<file path="src/rtl/bram_scanout_reader.sv">
// Scans one framebuffer bank out of BRAM as a valid/ready bit stream.
// Ports: clk/reset, start/frame_bank/busy/done, bram_ce/block/addr/data, pix_*.
module bram_scanout_reader #(
  parameter int FRAME_BITS   = 32768,
  parameter int READ_LATENCY = 2
) (
  input  logic        clk,
  input  logic        reset,
  input  logic        start,
  input  logic        frame_bank,
  output logic        busy,
  output logic        done,
  output logic [1:0]  bram_ce,
  output logic [2:0]  bram_block,
  output logic [13:0] bram_addr,
  input  logic [1:0]  bram_data,
  output logic        pix_valid,
  input  logic        pix_ready,
  output logic        pix_data,
  output logic        pix_last
);

  localparam int DEPTH = READ_LATENCY + 2;
  localparam int PW = (DEPTH > 1) ? $clog2(DEPTH) : 1;
  localparam int CW = $clog2(DEPTH + 1) + 1;
  localparam logic [16:0] LAST_IDX = 17'(FRAME_BITS - 1);
  localparam logic [PW-1:0] PTR_MAX = PW'(DEPTH - 1);

  typedef enum logic [1:0] {
    IDLE,
    FETCH,
    DRAIN
  } state_t;

  state_t state;
  logic bank;
  logic [16:0] cnt;
  logic [READ_LATENCY-1:0] tok_v;
  logic [READ_LATENCY-1:0] tok_l;
  logic [DEPTH-1:0] fifo_d;
  logic [DEPTH-1:0] fifo_l;
  logic [PW-1:0] wr_ptr;
  logic [PW-1:0] rd_ptr;
  logic [CW-1:0] fifo_cnt;
  logic [CW-1:0] inflight;
  logic issue;
  logic push;
  logic pop;

  // Credit: reads in flight plus buffered bits never exceed FIFO depth,
  // so a token always finds room when it exits the latency pipe.
  always_comb begin
    inflight = '0;
    for (int i = 0; i < READ_LATENCY; i++) begin
      inflight = inflight + CW'(tok_v[i]);
    end
  end

  assign issue = (state == FETCH) &&
                 ((inflight + fifo_cnt) < CW'(DEPTH));
  assign push = tok_v[READ_LATENCY-1];
  assign pop = pix_valid & pix_ready;

  assign bram_block = cnt[16:14];
  assign bram_addr = cnt[13:0];
  assign pix_valid = (fifo_cnt != '0);
  assign pix_data = pix_valid & fifo_d[rd_ptr];
  assign pix_last = pix_valid & fifo_l[rd_ptr];

  always_ff @(posedge clk or posedge reset) begin
    if (reset) begin
      state <= IDLE;
      bank <= 1'b0;
      cnt <= '0;
      tok_v <= '0;
      tok_l <= '0;
      fifo_d <= '0;
      fifo_l <= '0;
      wr_ptr <= '0;
      rd_ptr <= '0;
      fifo_cnt <= '0;
      busy <= 1'b0;
      done <= 1'b0;
      bram_ce <= 2'b00;
    end else begin
      done <= 1'b0;

      tok_v[0] <= issue;
      tok_l[0] <= issue && (cnt == LAST_IDX);
      for (int i = 1; i < READ_LATENCY; i++) begin
        tok_v[i] <= tok_v[i-1];
        tok_l[i] <= tok_l[i-1];
      end

      if (push) begin
        fifo_d[wr_ptr] <= bram_data[bank];
        fifo_l[wr_ptr] <= tok_l[READ_LATENCY-1];
        wr_ptr <= (wr_ptr == PTR_MAX) ? '0 : wr_ptr + 1'b1;
      end
      if (pop) begin
        rd_ptr <= (rd_ptr == PTR_MAX) ? '0 : rd_ptr + 1'b1;
      end
      fifo_cnt <= fifo_cnt + CW'(push) - CW'(pop);

      if (issue) begin
        cnt <= cnt + 17'd1;
      end

      unique case (state)
        IDLE: begin
          if (start) begin
            bank <= frame_bank;
            cnt <= '0;
            busy <= 1'b1;
            bram_ce <= frame_bank ? 2'b10 : 2'b01;
            state <= FETCH;
          end
        end
        FETCH: begin
          if (issue && (cnt == LAST_IDX)) begin
            state <= DRAIN;
          end
        end
        DRAIN: begin
          if (pop && pix_last) begin
            state <= IDLE;
            busy <= 1'b0;
            done <= 1'b1;
            bram_ce <= 2'b00;
            cnt <= '0;
          end
        end
        default: state <= IDLE;
      endcase
    end
  end

endmodule

</file>
<file path="config.mk">
export PLATFORM = sky130hd
export DESIGN_NAME = bram_scanout_reader
export DESIGN_NICKNAME = d
export VERILOG_FILES = /design/src/rtl/bram_scanout_reader.sv
export SDC_FILE = /design/constraint.sdc
export NUM_CORES = 1
export LEC_CHECK = 0
export CORE_MARGIN = 1.5
export CORE_UTILIZATION = 58
export DETAILED_ROUTE_END_ITERATION = 10
export PLACE_DENSITY = 0.84
export SLEW_MARGIN = 20
export SYNTH_ARGS = -nofsm -noshare
export SYNTH_HDL_FRONTEND = slang
export SYNTH_SLANG_ARGS = --single-unit
</file>
<file path="constraint.sdc">
create_clock -name clk -period 3.85 [get_ports clk]
set_input_delay 0.5775 -clock clk [delete_from_list [all_inputs] [get_ports clk]]
set_output_delay 0.5775 -clock clk [all_outputs]
set_load 0.02 [all_outputs]
</file>
==> results of run 1 <==
## where the power goes
| group | total, mW | switching [mW] | internal (mW) | leakage (nW) |
|---|---|---|---|---|
| logic | 0.818 | 0.435 | 0.383 | 0.595 |
| registers | 0.776 | 0.169 | 0.607 | 0.536 |
| clock network | 0.408 | 0.152 | 0.255 | 0.0642 |
| total | 2.00 | 0.756 | 1.25 | 1.20 |
## cells in the mapped netlist, types with 4 or more instances
library cell	count	area share [%]
sky130_fd_sc_hd__o31ai_1	7	2.4
sky130_fd_sc_hd__or4_1	6	2.0
sky130_fd_sc_hd__nand3_1	10	2.3
sky130_fd_sc_hd__a21o_1	4	1.4
sky130_fd_sc_hd__nand4_1	5	1.4
sky130_fd_sc_hd__a21oi_1	14	3.2
sky130_fd_sc_hd__nand2_1	23	3.9
sky130_fd_sc_hd__mux2_2	5	2.6
sky130_fd_sc_hd__nor2_1	7	1.2
sky130_fd_sc_hd__or3_1	7	2.0
sky130_fd_sc_hd__dfrtp_1	44	50
sky130_fd_sc_hd__inv_1	19	3.2
sky130_fd_sc_hd__ha_1	13	7.4
sky130_fd_sc_hd__o21ai_0	17	3.9
sky130_fd_sc_hd__nor2b_1	4	1.1
## layout make-up
class | instances | area (µm²)
repair buffers | 31 | 308
well taps | 48 | 60.1
inverters | 19 | 71.3
fillers | 261 | 998
multi-input cells | 144 | 993
flip-flops and latches | 44 | 1100
clock buffers | 5 | 68.8
clock inverters | 2 | 60.1
## through the flow
stage                     std cells  worst slack [ns]  area, µm²
after floorplan                 212              1.43       2200
after global placement          286              1.48       2530
after detailed placement        286              1.41       2530
after CTS                       293              1.21       2660
after global routing            293              1.11       2660
final                           293              1.22       2660
## per-layer routing
metal | vias to the layer above | part of all wire [%] | track usage (%)
li1 | 816 | - | -
met1 | 821 | 47 | 32.2
met2 | 33 | 47 | 34.4
met3 | 10 | 3.6 | 6.60
met4 | 0 | 2.1 | 7.71
met5 | - | 0 | 0
## registers in the layout, indices dropped and copies added (netlist names), 2 cells and up
register  count
tok_l         2
fifo_d        4
fifo_l        4
bram_ce       2
cnt          17
tok_v         2
rd_ptr        2
state         2
fifo_cnt      4
wr_ptr        2
## worst max-delay path by stage
stage / depth (start not counted) / start / slack, ns / to
floorplan: 11 / fifo_cnt[2] / 1.43 / fifo_cnt[2]
global placement: 11 / fifo_cnt[2] / 1.48 / fifo_cnt[2]
detailed placement: 11 / fifo_cnt[2] / 1.41 / fifo_cnt[2]
CTS: 5 / fifo_cnt[2] / 1.21 / pix_last
global route: 5 / fifo_cnt[2] / 1.11 / pix_last
finish: 5 / fifo_cnt[2] / 1.22 / pix_last
## cells by family (layout without fill, tap and decap cells)
group / count (synthesis) / in the layout / share of synthesized area, %
AOI/OAI and AO/OA: 45 / 45 / 12.7
buffers and inverters: 24 / 57 / 4.83
xor gates and xnor gates: 3 / 3 / 1.19
muxes: 9 / 9 / 5.51
DFF: 44 / 44 / 50.0
and+or+nand+nor: 73 / 73 / 17.5
adders and majority gates: 14 / 14 / 8.30
==> flow_summary.rst, run 1 <==
.. list-table::
   :header-rows: 1

   * - Metric
     - Value
   * - Power per cell area
     - 752 nW/µm²
   * - Routed length per instance
     - 14.3 µm
   * - Unique cell type count in the Yosys netlist
     - 32
   * - Transition time at the pin with the least slew margin
     - ~0.74 ns
   * - # hold bufs at CTS
     - 0
   * - Number of enable-type register cells in the synthesized netlist
     - 0
   * - Max rail drop VDD
     - around 470 µV
   * - Hold Path Cell Cnt
     - 0
   * - Router iterations before antenna repair
     - 4
   * - Cell class contributing the biggest share of worst-path delay
     - buffers and inverters
   * - Total number of H-tree levels
     - 2
   * - IO buf count
     - 30
   * - Net Count, Synth
     - 233
   * - Hold wc startpoint
     - tok_l[0]
   * - Chip width
     - 64.6 µm
   * - Run status
     - finished, final reports clean
   * - Die Ht
     - roughly 65 µm
   * - Final routed wirelength across all metal layers
     - 4.18 mm
   * - Root Driver
     - sky130_fd_sc_hd__clkbuf_8
   * - RSZ-0062 raised after global routing
     - no
   * - Setup slack, reg-to-reg
     - 1.41 ns
   * - End-of-flow core utilization
     - between 70% and 80%
   * - Overall power
     - around 2 mW
   * - Clock sink total
     - 44
   * - Core region area
     - 3660 µm²
   * - Post-CTS sizing
     - 0
   * - Detail Placement HPWL
     - slightly below 3 mm
   * - Remaining routing DRC violations
     - 0
   * - Floorplan die area
     - 4170 µm²
   * - Worst r2r path cells
     - 11
   * - Clk_lat worst skew
     - roughly 0.3 ns
   * - Number of vias per cell after detailed routing
     - 5.73
   * - Critical Path End Type
     - primary output
   * - Total Neg Setup Slack
     - 0 ns
   * - Leakage power summed over all cells
     - approximately 1.2 nW
   * - Sequential element share of the synthesized area
     - 50.0%
   * - Maximum fanout along the worst path
     - 5
   * - CTS clk-pin slew, worst paths
     - around 0.080 ns
   * - Worst Path Required
     - between 3 and 4 ns
   * - Number of global-route vias before repair
     - approximately 1600
   * - FMAX
     - 0.380 GHz
   * - Max stage delay on crit path
     - 0.53 ns
   * - Layout Area Growth over Synthesis
     - 21.0%
   * - Hold violation count in the final report
     - 0
   * - Launching element type of the critical path
     - register
   * - Starting Density
     - around three fifths
   * - Worst-case hold slack
     - roughly 0.35 ns
   * - Number of DRC markers in iteration 0
     - 100
   * - Classification of the worst setup path
     - register to primary output
   * - Number of synthesized register bits
     - 44
   * - Antenna cells
     - 0
   * - Share of layout cells above drive strength 1
     - 8.16%
   * - Final slew viol count
     - 0
   * - Buffer depth of the longest clock path
     - 2
   * - Hold Path Class
     - register to register
   * - Count of max-cap constraint violations
     - 0
   * - Placer's final routability congestion estimate
     - 0.844
   * - Commonest non-fill, non-tap cell in the layout
     - sky130_fd_sc_hd__dfrtp_1
   * - Most frequent cells in the layout
     - sky130_fd_sc_hd__dfrtp_1, sky130_fd_sc_hd__clkdlybuf4s50_1, sky130_fd_sc_hd__nand2_1
   * - Slowest CP cell
     - sky130_fd_sc_hd__clkdlybuf4s50_1
   * - End point of the most critical hold path
     - tok_l[1]
   * - Startpoint of the lowest-slack register-to-register path
     - fifo_cnt[2]
   * - Routed via count
     - 1680
   * - Number of CTS-inserted buffers
     - 5
   * - TritonCTS clock tree
     - built
   * - Post-synthesis instance area
     - 2200 µm²
   * - Pin count of the biggest net entering global routing
     - 24
   * - Avg Synthesized Cell Area
     - ~10 µm²
   * - Arrival time worst endpoint
     - 2.05 ns
   * - Residual overflow from global routing
     - 0
   * - Slew HR
     - 50.4%
   * - Portion of the clock cycle consumed by the worst path in the final layout
     - 68.3%
   * - Cells along the critical path
     - inv_1, ha_1, or3b_1, and2_1, clkdlybuf4s50_1
   * - Standard-cell rows
     - 22
   * - Final antenna-violating net count
     - 0
   * - # Post-CTS Setup Buffers
     - 0
   * - Reg-to-reg endpoint
     - fifo_cnt[2]
   * - Final setup violation count
     - 0
   * - Async set-or-reset flop fraction in the synthesized netlist
     - 100%
   * - Initial antenna violation count
     - 0
   * - Most used DFF post-synth
     - sky130_fd_sc_hd__dfrtp_1
   * - Post-route clock skew
     - 0.00514 ns
   * - WP buf/inv
     - 2
   * - Shortest period the worst path allows
     - around 2.6 ns
   * - Warning count from the yosys run
     - 0
   * - Total track usage
     - between 20% and 30%
   * - Wire length of the first global-routing pass
     - roughly 7.3 mm
   * - NumNets Final
     - approximately 270
   * - I/O Pins
     - 31
   * - Cells after Synth
     - 212
No activity file was read; power rests on OpenSTA's default activity.
==> inputs of run 2 (changes only) <==
--- a/config.mk
+++ b/config.mk
@@ -6,9 +6,9 @@
 export NUM_CORES = 1
 export LEC_CHECK = 0
 export CORE_MARGIN = 1.5
-export CORE_UTILIZATION = 58
+export CORE_UTILIZATION = 49
 export DETAILED_ROUTE_END_ITERATION = 10
-export PLACE_DENSITY = 0.84
+export PLACE_DENSITY = 0.76
 export SLEW_MARGIN = 20
 export SYNTH_ARGS = -nofsm -noshare
 export SYNTH_HDL_FRONTEND = slang
==> constraint.sdc (replaced) <==
create_clock -name clk -period 2.23 [get_ports clk]
set_input_delay 0.3345 -clock clk [delete_from_list [all_inputs] [get_ports clk]]
set_output_delay 0.3345 -clock clk [all_outputs]
set_load 0.02 [all_outputs]
==> run 2 against run 1 <==
Against the previous run: power rose by 93%; flip-flop and latch count did not move; first-iteration DRC count fell by 18%; hold slack improved by 0.026 ns; wire length rose by 17%; final area rose by 9.8%; global-route usage fell by 3.4 points; sequential share of layout area fell by 3.7 points; clock-buffer cell count did not move; clock power rose by 54%; clock skew rose by 0.0048 ns; critical path type is now register to register; critical endpoint is now fifo_cnt[1]; highest routed layer unchanged.
==> flow_summary.rst, run 2 (synthesized netlist as in run 1, its figures left out) <==
.. list-table::
   :header-rows: 1

   * - Metric
     - Value
   * - Run status
     - finished, final reports clean
   * - Slew HR
     - 62.0%
   * - Residual overflow from global routing
     - 0
   * - Launching element type of the critical path
     - register
   * - Wire length of the first global-routing pass
     - ~7.5 mm
   * - Starting Density
     - 50.9%
   * - Cell class contributing the biggest share of worst-path delay
     - adder cells
   * - Hold Path Class
     - register to register
   * - Final std cells w/o fill
     - 320
   * - Switching power
     - between 1.5 and 2 mW
   * - Startpoint of the lowest-slack register-to-register path
     - fifo_cnt[2]
   * - Setup slack, reg-to-reg
     - 0.03 ns
   * - Total number of H-tree levels
     - 2
   * - Transition time at the pin with the least slew margin
     - 0.568 ns
   * - Number of CTS-inserted buffers
     - 5
   * - Antenna cells
     - 0
   * - Leakage power summed over all cells
     - 1.30 nW
   * - End point of the most critical hold path
     - tok_l[1]
   * - Chip width
     - roughly 70 µm
   * - I/O Pins
     - 31
   * - Initial antenna violation count
     - 0
   * - Power per cell area
     - 1320 nW/µm²
   * - Pre-CTS setup slack
     - between 0.0015 and 0.002 ns
   * - Buffer depth of the longest clock path
     - 2
   * - Switching share of total power
     - 39.4%
   * - WP buf/inv
     - 5
   * - Worst r2r path cells
     - 11
   * - Root Driver
     - sky130_fd_sc_hd__clkbuf_8
   * - Number of global-route vias before repair
     - 1642
   * - Max rail drop VDD
     - 692 µV
   * - Slowest CP cell
     - sky130_fd_sc_hd__fa_2
   * - Arrival time worst endpoint
     - 2.40 ns
   * - Classification of the worst setup path
     - register to register
   * - IO buf count
     - 30
   * - NumNets Final
     - ~290
   * - Standard-cell rows
     - 24
   * - Remaining routing DRC violations
     - 0
   * - Final antenna-violating net count
     - 0
   * - Final routed wirelength across all metal layers
     - just under 5 mm
   * - Comb power frac
     - approximately half
   * - Internal power of the cells
     - 2.34 mW
   * - Max stage delay on crit path
     - ~0.50 ns
   * - Most frequent cells in the layout
     - sky130_fd_sc_hd__dfrtp_1, sky130_fd_sc_hd__clkdlybuf4s50_1, sky130_fd_sc_hd__nand2_1
   * - Routed via count
     - 1775
   * - PnR worst setup slack
     - 0.0326 ns
   * - Maximum fanout along the worst path
     - 5
   * - Post-route clock skew
     - 0.00992 ns
   * - Count of max-cap constraint violations
     - 0
   * - Critical Path End Type
     - register
   * - Hold Path Cell Cnt
     - 0
   * - Router iterations before antenna repair
     - 4
   * - Detail Placement HPWL
     - 3.17 mm
   * - Hold violation count in the final report
     - 0
   * - Register ranked first by flip-flop count
     - cnt
   * - Hold wc startpoint
     - tok_l[0]
   * - Shortest period the worst path allows
     - about 2.2 ns
   * - Pin count of the biggest net entering global routing
     - 45
   * - Sequential Power Share
     - roughly a third
   * - Cell count after placement
     - 300
   * - FMAX
     - approximately 0.46 GHz
   * - Cells along the critical path
     - inv_2, ha_4, or3b_4, nand2_4, inv_4, ha_4, inv_2, ha_4, inv_2, fa_2, inv_1
   * - End-of-flow core utilization
     - 67.6%
   * - RSZ-0062 raised after global routing
     - yes
   * - Total track usage
     - 19.5%
   * - Clk_lat worst skew
     - 0.31 ns
   * - Final setup violation count
     - 0
   * - Number of vias per cell after detailed routing
     - 5.55
   * - Placer's final routability congestion estimate
     - around 0.82
   * - Max reg flops
     - 17
   * - Proportion of power drawn by the clock network
     - 16.2%
   * - Routed length per instance
     - 15.2 µm
   * - Final slew viol count
     - 0
   * - Portion of the clock cycle consumed by the worst path in the final layout
     - 98.5%
   * - Worst Path Required
     - around 2.4 ns
   * - Commonest non-fill, non-tap cell in the layout
     - sky130_fd_sc_hd__dfrtp_1
   * - Reg-to-reg endpoint
     - fifo_cnt[1]
   * - Layout Area Growth over Synthesis
     - 32.9%
   * - Share of layout cells above drive strength 1
     - roughly a fifth
   * - Worst-case hold slack
     - 0.372 ns
   * - TritonCTS clock tree
     - built
   * - Die Ht
     - 70.0 µm
   * - CTS clk-pin slew, worst paths
     - 0.09 ns
   * - Core region area
     - around 4300 µm²
   * - Floorplan die area
     - approximately 4900 µm²
   * - Clock sink total
     - 44
   * - Number of DRC markers in iteration 0
     - 82
   * - # hold bufs at CTS
     - 0
   * - Total Neg Setup Slack
     - 0 ns
## run 2: cell count changes in the layout (fill, tap and decap cells not counted), moves of 2 or more
cell,before,now
sky130_fd_sc_hd__inv_1,18,14
sky130_fd_sc_hd__clkinv_4,0,2
sky130_fd_sc_hd__inv_2,0,4
sky130_fd_sc_hd__ha_1,13,9
sky130_fd_sc_hd__buf_4,1,20
sky130_fd_sc_hd__a32oi_4,0,2
sky130_fd_sc_hd__a32oi_2,2,0
sky130_fd_sc_hd__clkdlybuf4s50_1,30,27
sky130_fd_sc_hd__dlygate4sd2_1,0,3
sky130_fd_sc_hd__ha_4,0,4
## run 2: metal layers
| layer | share of wire [%] | GRT usage [%] | up-vias |
|---|---|---|---|
| met2 | 49 | 31.3 | 30 |
| li1 | - | - | 870 |
| met3 | 4.1 | 5.77 | 6 |
| met4 | 1.2 | 6.41 | 0 |
| met5 | 0 | 0 | - |
| met1 | 45 | 25.4 | 869 |
## run 2: cell type report
type,instances,area (µm²)
Clock buffer,5,68.8
Clock inverter,3,47.5
Fill cell,357,1400
Inverter,19,73.8
Multi-Input combinational cell,145,1100
Sequential cell,44,1100
Tap cell,52,65.1
Timing Repair Buffer,52,463
## run 2: timing repair
item	CTS	global route
setup endpoints to repair	5	12
setup buffers	1	9
resized for setup	5	10
pin swaps	0	7
cloned	0	2
## run 2: how the worst max path moves through the flow
stage | startpoint | endpoint | slack, ns | cells past startpoint
2_1_floorplan | fifo_cnt[2] | fifo_cnt[1] | -0.003 | 11
3_3_place_gp | fifo_cnt[2] | fifo_cnt[1] | 0.06 | 11
3_5_place_dp | fifo_cnt[2] | fifo_cnt[1] | 0.002 | 11
4_1_cts | fifo_cnt[2] | fifo_cnt[1] | 0.01 | 11
5_1_grt | fifo_cnt[2] | cnt[14] | -0.03 | 9
6_report | fifo_cnt[2] | fifo_cnt[1] | 0.03 | 11
## run 2: per-stage QoR
step                      power, mW  instance area (µm²)
after detailed placement       2.97                 2650
after global placement         2.90                 2650
final                          3.87                 2920
after global routing           4.15                 2920
after CTS                      3.62                 2780
after floorplan                2.36                 2240
## run 2: power groups by stage
stage / Combinational, mW / Sequential (mW) / Clock, mW
after floorplan: 0.936 / 1.42 / 0
after global placement: 1.60 / 1.30 / 0
after detailed placement: 1.66 / 1.31 / 0
after CTS: 1.67 / 1.30 / 0.648
after global routing: 2.12 / 1.36 / 0.672
final: 1.93 / 1.31 / 0.627
